==> src/rtl/cute_lock_pkg.sv <==
`default_nettype none
// ============================================================================
// Module      : cute_lock_pkg
// Description : Shared types, default sizes and counter helper for the
//               Cute-Lock key sequencer.
// Revision    : 1.0 - initial release
// ============================================================================
package cute_lock_pkg;

    localparam int LOCK_KEY_WIDTH  = 4;
    localparam int LOCK_NUM_STATES = 4;

    typedef enum logic [1:0] {
        IDLE = 2'd0,
        LOAD = 2'd1,
        ARM  = 2'd2,
        RUN  = 2'd3
    } seq_state_e;

    function automatic int next_cnt(input int cnt, input int num_states);
        return (cnt + 1 >= num_states) ? 0 : cnt + 1;
    endfunction

endpackage : cute_lock_pkg
`default_nettype wire

==> src/rtl/cute_lock_key_slots.sv <==
`default_nettype none
// ============================================================================
// Module      : cute_lock_key_slots
// Description : NUM_STATES x KEY_WIDTH key register file with one write port,
//               synchronous zeroise, async reset and a read mux.
// Revision    : 1.0 - initial release
// ============================================================================
module cute_lock_key_slots #(
    parameter int KEY_WIDTH  = 4,
    parameter int NUM_STATES = 4,
    parameter int CNT_WIDTH  = 2
) (
    input  logic                 clock,
    input  logic                 reset_n,
    input  logic                 zeroise,
    input  logic                 wr_en,
    input  logic [CNT_WIDTH-1:0] wr_addr,
    input  logic [KEY_WIDTH-1:0] wr_data,
    input  logic [CNT_WIDTH-1:0] rd_addr,
    output logic [KEY_WIDTH-1:0] rd_data
);

    logic [KEY_WIDTH-1:0] r_mem [NUM_STATES];

    for (genvar i = 0; i < NUM_STATES; i++) begin : g_slot
        // Zeroise wins over a coincident write so an aborted load leaves nothing behind.
        always_ff @(posedge clock or negedge reset_n) begin
            if (!reset_n) begin
                r_mem[i] <= '0;
            end else if (zeroise) begin
                r_mem[i] <= '0;
            end else if (wr_en && (wr_addr == CNT_WIDTH'(i))) begin
                r_mem[i] <= wr_data;
            end
        end
    end

    assign rd_data = r_mem[rd_addr];

endmodule : cute_lock_key_slots
`default_nettype wire

==> src/rtl/cute_lock_key_sequencer.sv <==
`default_nettype none
// ============================================================================
// Module      : cute_lock_key_sequencer
// Description : Loads a per-state key schedule and streams it to a Cute-Lock
//               core in lock-step with the core's 2-bit state counter.
// Revision    : 1.0 - initial release
// ============================================================================
module cute_lock_key_sequencer
    import cute_lock_pkg::*;
#(
    parameter int KEY_WIDTH  = LOCK_KEY_WIDTH,
    parameter int NUM_STATES = LOCK_NUM_STATES,
    parameter int CNT_WIDTH  = 2
) (
    input  logic                 clock,
    input  logic                 reset_n,
    input  logic                 load_valid,
    input  logic [KEY_WIDTH-1:0] load_data,
    output logic                 load_ready,
    input  logic                 start,
    input  logic                 clear,
    output logic [KEY_WIDTH-1:0] keyinput,
    output logic                 key_valid,
    output logic [CNT_WIDTH-1:0] seq_state,
    output logic                 armed
);

    localparam logic [CNT_WIDTH-1:0] c_LAST_SLOT = CNT_WIDTH'(NUM_STATES - 1);

    seq_state_e           r_state;
    seq_state_e           w_state_nxt;
    logic [CNT_WIDTH-1:0] r_ptr;
    logic [CNT_WIDTH-1:0] r_cnt;
    logic [CNT_WIDTH-1:0] w_cnt_nxt;
    logic [CNT_WIDTH-1:0] w_rd_addr;
    logic [KEY_WIDTH-1:0] r_key;
    logic [KEY_WIDTH-1:0] w_rd_data;
    logic                 w_beat;

    assign w_beat    = load_valid && (r_state == LOAD) && !clear;
    assign w_cnt_nxt = CNT_WIDTH'(next_cnt(32'(r_cnt), NUM_STATES));
    // Prefetch the word for the counter value that will be current after this edge.
    assign w_rd_addr = (r_state == RUN) ? w_cnt_nxt : '0;

    always_ff @(posedge clock or negedge reset_n) begin
        if (!reset_n) begin
            r_state <= IDLE;
        end else begin
            r_state <= w_state_nxt;
        end
    end

    always_comb begin
        w_state_nxt = r_state;
        if (clear) begin
            w_state_nxt = IDLE;
        end else begin
            case (r_state)
                IDLE:    w_state_nxt = LOAD;
                LOAD:    if (w_beat && (r_ptr == c_LAST_SLOT)) w_state_nxt = ARM;
                ARM:     if (start) w_state_nxt = RUN;
                RUN:     w_state_nxt = RUN;
                default: w_state_nxt = IDLE;
            endcase
        end
    end

    always_ff @(posedge clock or negedge reset_n) begin
        if (!reset_n) begin
            r_ptr <= '0;
            r_cnt <= '0;
            r_key <= '0;
        end else if (clear) begin
            r_ptr <= '0;
            r_cnt <= '0;
            r_key <= '0;
        end else begin
            if (w_beat) begin
                r_ptr <= r_ptr + 1'b1;
            end
            if (w_state_nxt == RUN) begin
                r_key <= w_rd_data;
                r_cnt <= (r_state == RUN) ? w_cnt_nxt : '0;
            end else begin
                r_key <= '0;
                r_cnt <= '0;
            end
        end
    end

    cute_lock_key_slots #(
        .KEY_WIDTH  (KEY_WIDTH),
        .NUM_STATES (NUM_STATES),
        .CNT_WIDTH  (CNT_WIDTH)
    ) u_slots (
        .clock   (clock),
        .reset_n (reset_n),
        .zeroise (clear),
        .wr_en   (w_beat),
        .wr_addr (r_ptr),
        .wr_data (load_data),
        .rd_addr (w_rd_addr),
        .rd_data (w_rd_data)
    );

    assign load_ready = (r_state == LOAD);
    assign armed      = (r_state == ARM);
    assign key_valid  = (r_state == RUN);
    assign keyinput   = r_key;
    assign seq_state  = r_cnt;

endmodule : cute_lock_key_sequencer
`default_nettype wire

==> config.mk <==
export PLATFORM = sky130hd
export DESIGN_NAME = cute_lock_key_sequencer
export DESIGN_NICKNAME = d
export VERILOG_FILES = /design/src/rtl/cute_lock_pkg.sv /design/src/rtl/cute_lock_key_slots.sv /design/src/rtl/cute_lock_key_sequencer.sv
export SDC_FILE = /design/constraint.sdc
export NUM_CORES = 1
export LEC_CHECK = 0
export BUFFER_PORTS_ARGS = -buffer_cell sky130_fd_sc_hd__buf_2
export CORE_MARGIN = 4
export CORE_UTILIZATION = 40
export DETAILED_ROUTE_END_ITERATION = 16
export GPL_ROUTABILITY_DRIVEN = 0
export PLACE_DENSITY = 0.67
export SLEW_MARGIN = 30
export SYNTH_ARGS = -nofsm -noshare
export SYNTH_HDL_FRONTEND = slang
export SYNTH_HIERARCHICAL = 1
export SYNTH_SLANG_ARGS = --single-unit
export TNS_END_PERCENT = 50
==> constraint.sdc <==
create_clock -name clock -period 2 [get_ports clock]
set_input_delay 0.4 -clock clock [delete_from_list [all_inputs] [get_ports clock]]
set_output_delay 0.4 -clock clock [all_outputs]
set_load 0.05 [all_outputs]
## Yosys cells after proc, flatten, opt, wreduce, memory -nomap -nowiden

Cells that the tools add are included.

| word-level totals | value |
|---|---|
| bits in registers | 26 |
| input port bits | 9 |
| output and inout bits | 9 |
| logic and storage cells | 57 |

| operators by class | value |
|---|---|
| add/sub/neg operators | 2 |
| $lt $le $gt $ge | 2 |
| equality and inequality tests | 7 |
| multiplexer cells | 23 |
| bitwise gates (word level) | 1 |
| reduce and logical (&&, ||, !) cells | 14 |

Operator list:

| cell | number |
|---|---|
| 4-bit two-way mux | 12 |
| 2-bit two-way mux | 9 |
| 2-bit == test, second input constant | 5 |
| 2-bit nonzero test | 5 |
| 4-bit binary-select mux with 2-bit select | 1 |
| 2-bit one-hot mux with 4 select lines | 1 |
| 3-bit >= comparator, second input constant | 2 |
| 1-bit logical AND | 6 |
| 2-bit by 1-bit == test with 1-bit output, second input constant | 2 |
| 2-bit logical NOT | 2 |
| 2-bit by 1-bit adder with 3-bit output, second input constant | 1 |
| 2-bit inverter with 3-bit output | 1 |
| 2-bit by 1-bit adder with 2-bit output, second input constant | 1 |
| 1-bit logical NOT | 1 |

## Depth between registers and ports, before layout

| logic depth | value |
|---|---|
| depth after elaboration | 10 |
| depth in mapped cells | 5 |
| depth with buffers taken out | 4 |

## Modules after synthesis

Netlist, hierarchy kept.

By module, submodules not included:

| module | instances | cells an instance | area an instance (sq um) |
|---|---|---|---|
| cute_lock_key_slots | 1 | 64 | 833.3 |
| cute_lock_key_sequencer | 1 | 40 | 496.7 |

## Worst setup path before layout

OpenSTA, ideal clock, no wires.

| path | value |
|---|---|
| kind | register -> register |
| start point | register r_cnt[0] (netlist: seq_state[0]) |
| end point | register r_key[0] (netlist: keyinput[0]) |
| arrival time | 2.228 ns |
| required time | 1.879 ns |
| path slack | -0.350 ns |
| cell stages (with the launch flop) | 5 |
| buffers on the path | 0 |
| period minus slack after synthesis | 2.350 ns |
| path through | dfrtp_1 -> ha_1 -> nor3_1 -> mux4_2 -> and4bb_2 |

| between the ends | value |
|---|---|
| longest elaborated chain between the ends | 10 |

Ends and longest elaborated chain:

| item | RTL line | RTL |
|---|---|---|
| start, declared | cute_lock_key_sequencer.sv:33 | `logic [CNT_WIDTH-1:0] r_cnt;` |
| start signal, assigned | cute_lock_key_sequencer.sv:83 | `r_cnt <= (r_state == RUN) ? w_cnt_nxt : '0;` |
| 2-bit by 1-bit adder with 3-bit output (*) | cute_lock_pkg.sv:21 | `return (cnt + 1 >= num_states) ? 0 : cnt + 1;` |
| 3-bit >= comparator | cute_lock_pkg.sv:21 |  |
| 2-bit two-way mux (*) | cute_lock_pkg.sv:21 |  |
| 2-bit two-way mux (*) | cute_lock_key_sequencer.sv:43 | `assign w_rd_addr = (r_state == RUN) ? w_cnt_nxt : '0;` |
| named net w_rd_addr[0] | cute_lock_key_sequencer.sv:35 | `logic [CNT_WIDTH-1:0] w_rd_addr;` |
| 2-bit inverter with 3-bit output (implied by the code) (*) | cute_lock_key_slots.sv:38 | `assign rd_data = r_mem[rd_addr];` |
| 4-bit binary-select mux with 2-bit select (*) | cute_lock_key_slots.sv:38 |  |
| 4-bit two-way mux (implied by the code) (*) (2 in a row) | cute_lock_key_slots.sv:38 |  |
| named net w_rd_data[0] | cute_lock_key_sequencer.sv:37 | `logic [KEY_WIDTH-1:0] w_rd_data;` |
| 4-bit two-way mux (*) | cute_lock_key_sequencer.sv:81 | `if (w_state_nxt == RUN) begin` |
| 4-bit two-way mux (*) | cute_lock_key_sequencer.sv:73 | `end else if (clear) begin` |
| end signal, assigned | cute_lock_key_sequencer.sv:82 | `r_key <= w_rd_data;` |
| end, declared | cute_lock_key_sequencer.sv:36 | `logic [KEY_WIDTH-1:0] r_key;` |

Mark *: on every way through the listed nets, which the timed path passes. The rest lies on a longest branch. The select of a mux whose other input is x is not followed.
A chain may end at the register's enable or synchronous reset.

## Worst setup path after layout

| path | value |
|---|---|
| start point | register r_cnt[0] (netlist: seq_state[0]) |
| end point | register r_key[2] (netlist: keyinput[2]) |

Same word-level chain as after synthesis.

==> flow_summary.yaml <==
timing:
  hold_viol_final: 0
  hold-worst-slack_ns: 0.0402
  final.min_clock_period_ns: 1.87
  finClkSkew_ns: 0.00724
  rsz0062_at_grt: "false"
  slew_violations: 0
  fmax_ghz: 0.534
  relSlewSlack_pct: 61.8
  setup_viol: 0
  min_period_over_period_pct: 93.7
  tns_ns: 0
  tightest_slew_ns: 0.573
finish:
  finalInstanceArea_um2: 1530
  diodes: 0
  drive_above_1_share_pct: 33.3
  final_util_pct: 49.0
  multiInputGateArea_um2: 661
  nets: 135
  regArea_um2: 653
  area_growth_syn_to_layout_pct: 15.2
  stdcell_count: 167
  nFillCells: 285
synthesis:
  ys.flop_type: "dfrtp_1"
  synth_edf_count: 0
  synthTopCellsByArea: "dfrtp_1, mux2i_1, nand2b_1, mux4_2, and4bb_2"
  yosys.area.top_type: "dfrtp_1"
  synth_top_area_share_pct: 48.9
  syn_area_um2: 1330
  synthCells: 104
  yosys_warnings: 6
  synth_nets: 115
  async_flop_share_pct: 100
  synth_seq_cells: 26
  synth.distinct_cells: 27
  seq_area_frac_synth_pct: 48.9
  syn_avg_cell_area_um2: 12.8
clock_tree:
  insertion_delay_ns: 0.33
  cts_buffer_depth: 2
  clk_pin_slew_ns: 0.14
  cts.htree.levels: 1
  clock-root-buffer: "clkbuf_4"
  cts_tree: "built"
  clock_sinks: 26
  cts_setup_buffers: 0
  cts_buffers: 3
drt:
  drc: 0
  drtAntennaViolNets: 0
  wl_per_cell_um: 14.4
  first_pass_iters: 4
  via_per_inst: 4.99
  num_vias: 833
  routed_wl_um: 2410
  drtIter0Drc: 35
setup_path:
  path_max_fanout: 4
  reg2reg_slack_ns: 0.13
  worstSetupPathType: "flop to flop"
  path_cells: "ha_2, nor3_4, mux4_2, and4bb_2"
  cp.arrival_ns: 2.10
  reg2reg_to: "keyinput[2]$_DFF_PN0_"
  r2r-start: "seq_state[0]$_DFF_PN0_"
  end_kind: "flop"
  worst_r2r_path_depth: 4
  crit_path_max_incr_delay_ns: 0.55
  crit_required_ns: 2.23
  startpoint_type: "flop"
  crit_path_top_delay_cell: "mux4_2"
pwr:
  seqPwrFrac_pct: 55.3
  p_int_w: 0.000770
  power.density_nw_per_um2: 638
  p_leak_nw: 0.787
  swShare_pct: 21.3
  peakVddDrop_mv: 0.286
  p_switching_w: 0.000208
  clockPowerShare_pct: 36.9
  pwr-share-comb_pct: 7.8
floorplan:
  placeableCoreArea_um2: 3130
  dieArea_um2: 4310
  ios: 18
  die_height_um: 65.7
  start_util_pct: 42.5
  num_rows: 20
  dieWidth_um: 65.7
global_routing:
  gr-usage-all-layers_pct: 13.2
  grt-ovfl-total: 0
  antenna_found_initial: 0
  grt_pass1_wl_um: 4280
  grt_max_degree: 33
  grt_pass1_vias: 901
job:
  drv_cap: 0
place:
  dpl_cell_area_um2: 1480
  port_buffers: 17
  dp.final_hpwl_um: 1770
  placed_cells: 163
run_status:
  status: "finished clean"
min_path:
  hold_class: "input pin to async pin"
## area by class of cell
class | instances | share of cell area, %
clock buffer | 3 | 1.47
clock inverter | 1 | 1.96
inverter | 1 | 0.245
multi-input combinational | 72 | 43.1
sequential | 26 | 42.6
tap | 44 | 3.59
timing repair buffer | 20 | 7.02
## cell usage after synthesis (2+ instances only)
master,n
and4bb_2,4
nand2b_1,22
clkbuf_1,2
mux2i_1,17
ha_1,2
mux4_2,4
nand3b_1,2
buf_2,2
nor2b_1,3
dfrtp_1,26
nor2_1,4
## flip-flops by register name, summed over array words and instances, names as in the netlist
| register | count |
|---|---|
| u_slots/r_mem | 16 |
| r_state | 2 |
| keyinput | 4 |
| seq_state | 2 |
| r_ptr | 2 |
## layer usage
| layer | track usage (%) | up-vias | share of wire (%) |
|---|---|---|---|
| li1 | - | 402 | - |
| met1 | 16.9 | 408 | 48 |
| met2 | 21.8 | 18 | 46 |
| met3 | 2.05 | 5 | 3.5 |
| met4 | 6.22 | 0 | 2.1 |
| met5 | 0 | - | 0 |
## worst max path at each step
stage | start | endpoint | cells after the start | slack, ns
global placement | seq_state[0]$_DFF_PN0_ | keyinput[2]$_DFF_PN0_ | 4 | 0.12
floorplan | seq_state[0]$_DFF_PN0_ | keyinput[0]$_DFF_PN0_ | 4 | 0.03
detailed placement | seq_state[0]$_DFF_PN0_ | keyinput[2]$_DFF_PN0_ | 4 | 0.07
finish | seq_state[0]$_DFF_PN0_ | keyinput[2]$_DFF_PN0_ | 4 | 0.13
CTS | seq_state[0]$_DFF_PN0_ | keyinput[2]$_DFF_PN0_ | 4 | 0.05
global route | seq_state[0]$_DFF_PN0_ | keyinput[2]$_DFF_PN0_ | 4 | 0.03
## cells in the final DEF, fill, tap and decap left out, types with 2 or more instances in the layout
master	synthesis	routed
nand3b_1	2	2
clkbuf_4	0	3
buf_2	2	17
mux2i_1	17	17
mux4_2	4	4
nor2b_1	3	3
nor2_1	4	4
nand2b_1	22	22
dfrtp_1	26	24
dfrtp_2	0	2
buf_4	0	3
and4bb_2	4	4
## worst max-delay path: cells and delay by family (launching register included)
kind	cells	cell delay, ns
mux	1	0.55
flops	1	0.46
fa+ha+maj	1	0.22
simple gates	2	0.54
## stage by stage
step           setup WS [ns]  power, W
2_1_floorplan         0.0266  0.000598
3_5_place_dp          0.0696  0.000629
6_report               0.126  0.000978
3_3_place_gp           0.119  0.000625
5_1_grt               0.0265   0.00102
4_1_cts               0.0464  0.000991
## cells by family after synthesis
kind of cell / share of synthesized area, %
simple gates: 25.0
flops: 48.9
mux: 20.7
buf+inv: 2.45
compound gates: 1.04
fa+ha+maj: 1.88
## timing repair
action                     CTS  global route
hold buffers                 0             0
gates resized for setup      0             1
setup endpoints to repair    0             2
## power by group through the flow
stage / clock network [W] / registers, W / logic, W
3_5_place_dp: 0 / 0.000551 / 0.0000776
5_1_grt: 0.000393 / 0.000543 / 0.0000845
6_report: 0.000361 / 0.000541 / 0.0000762
2_1_floorplan: 0 / 0.000549 / 0.0000492
3_3_place_gp: 0 / 0.000551 / 0.0000747
4_1_cts: 0.000372 / 0.000541 / 0.0000775
(Power assumes the default switching activity.)
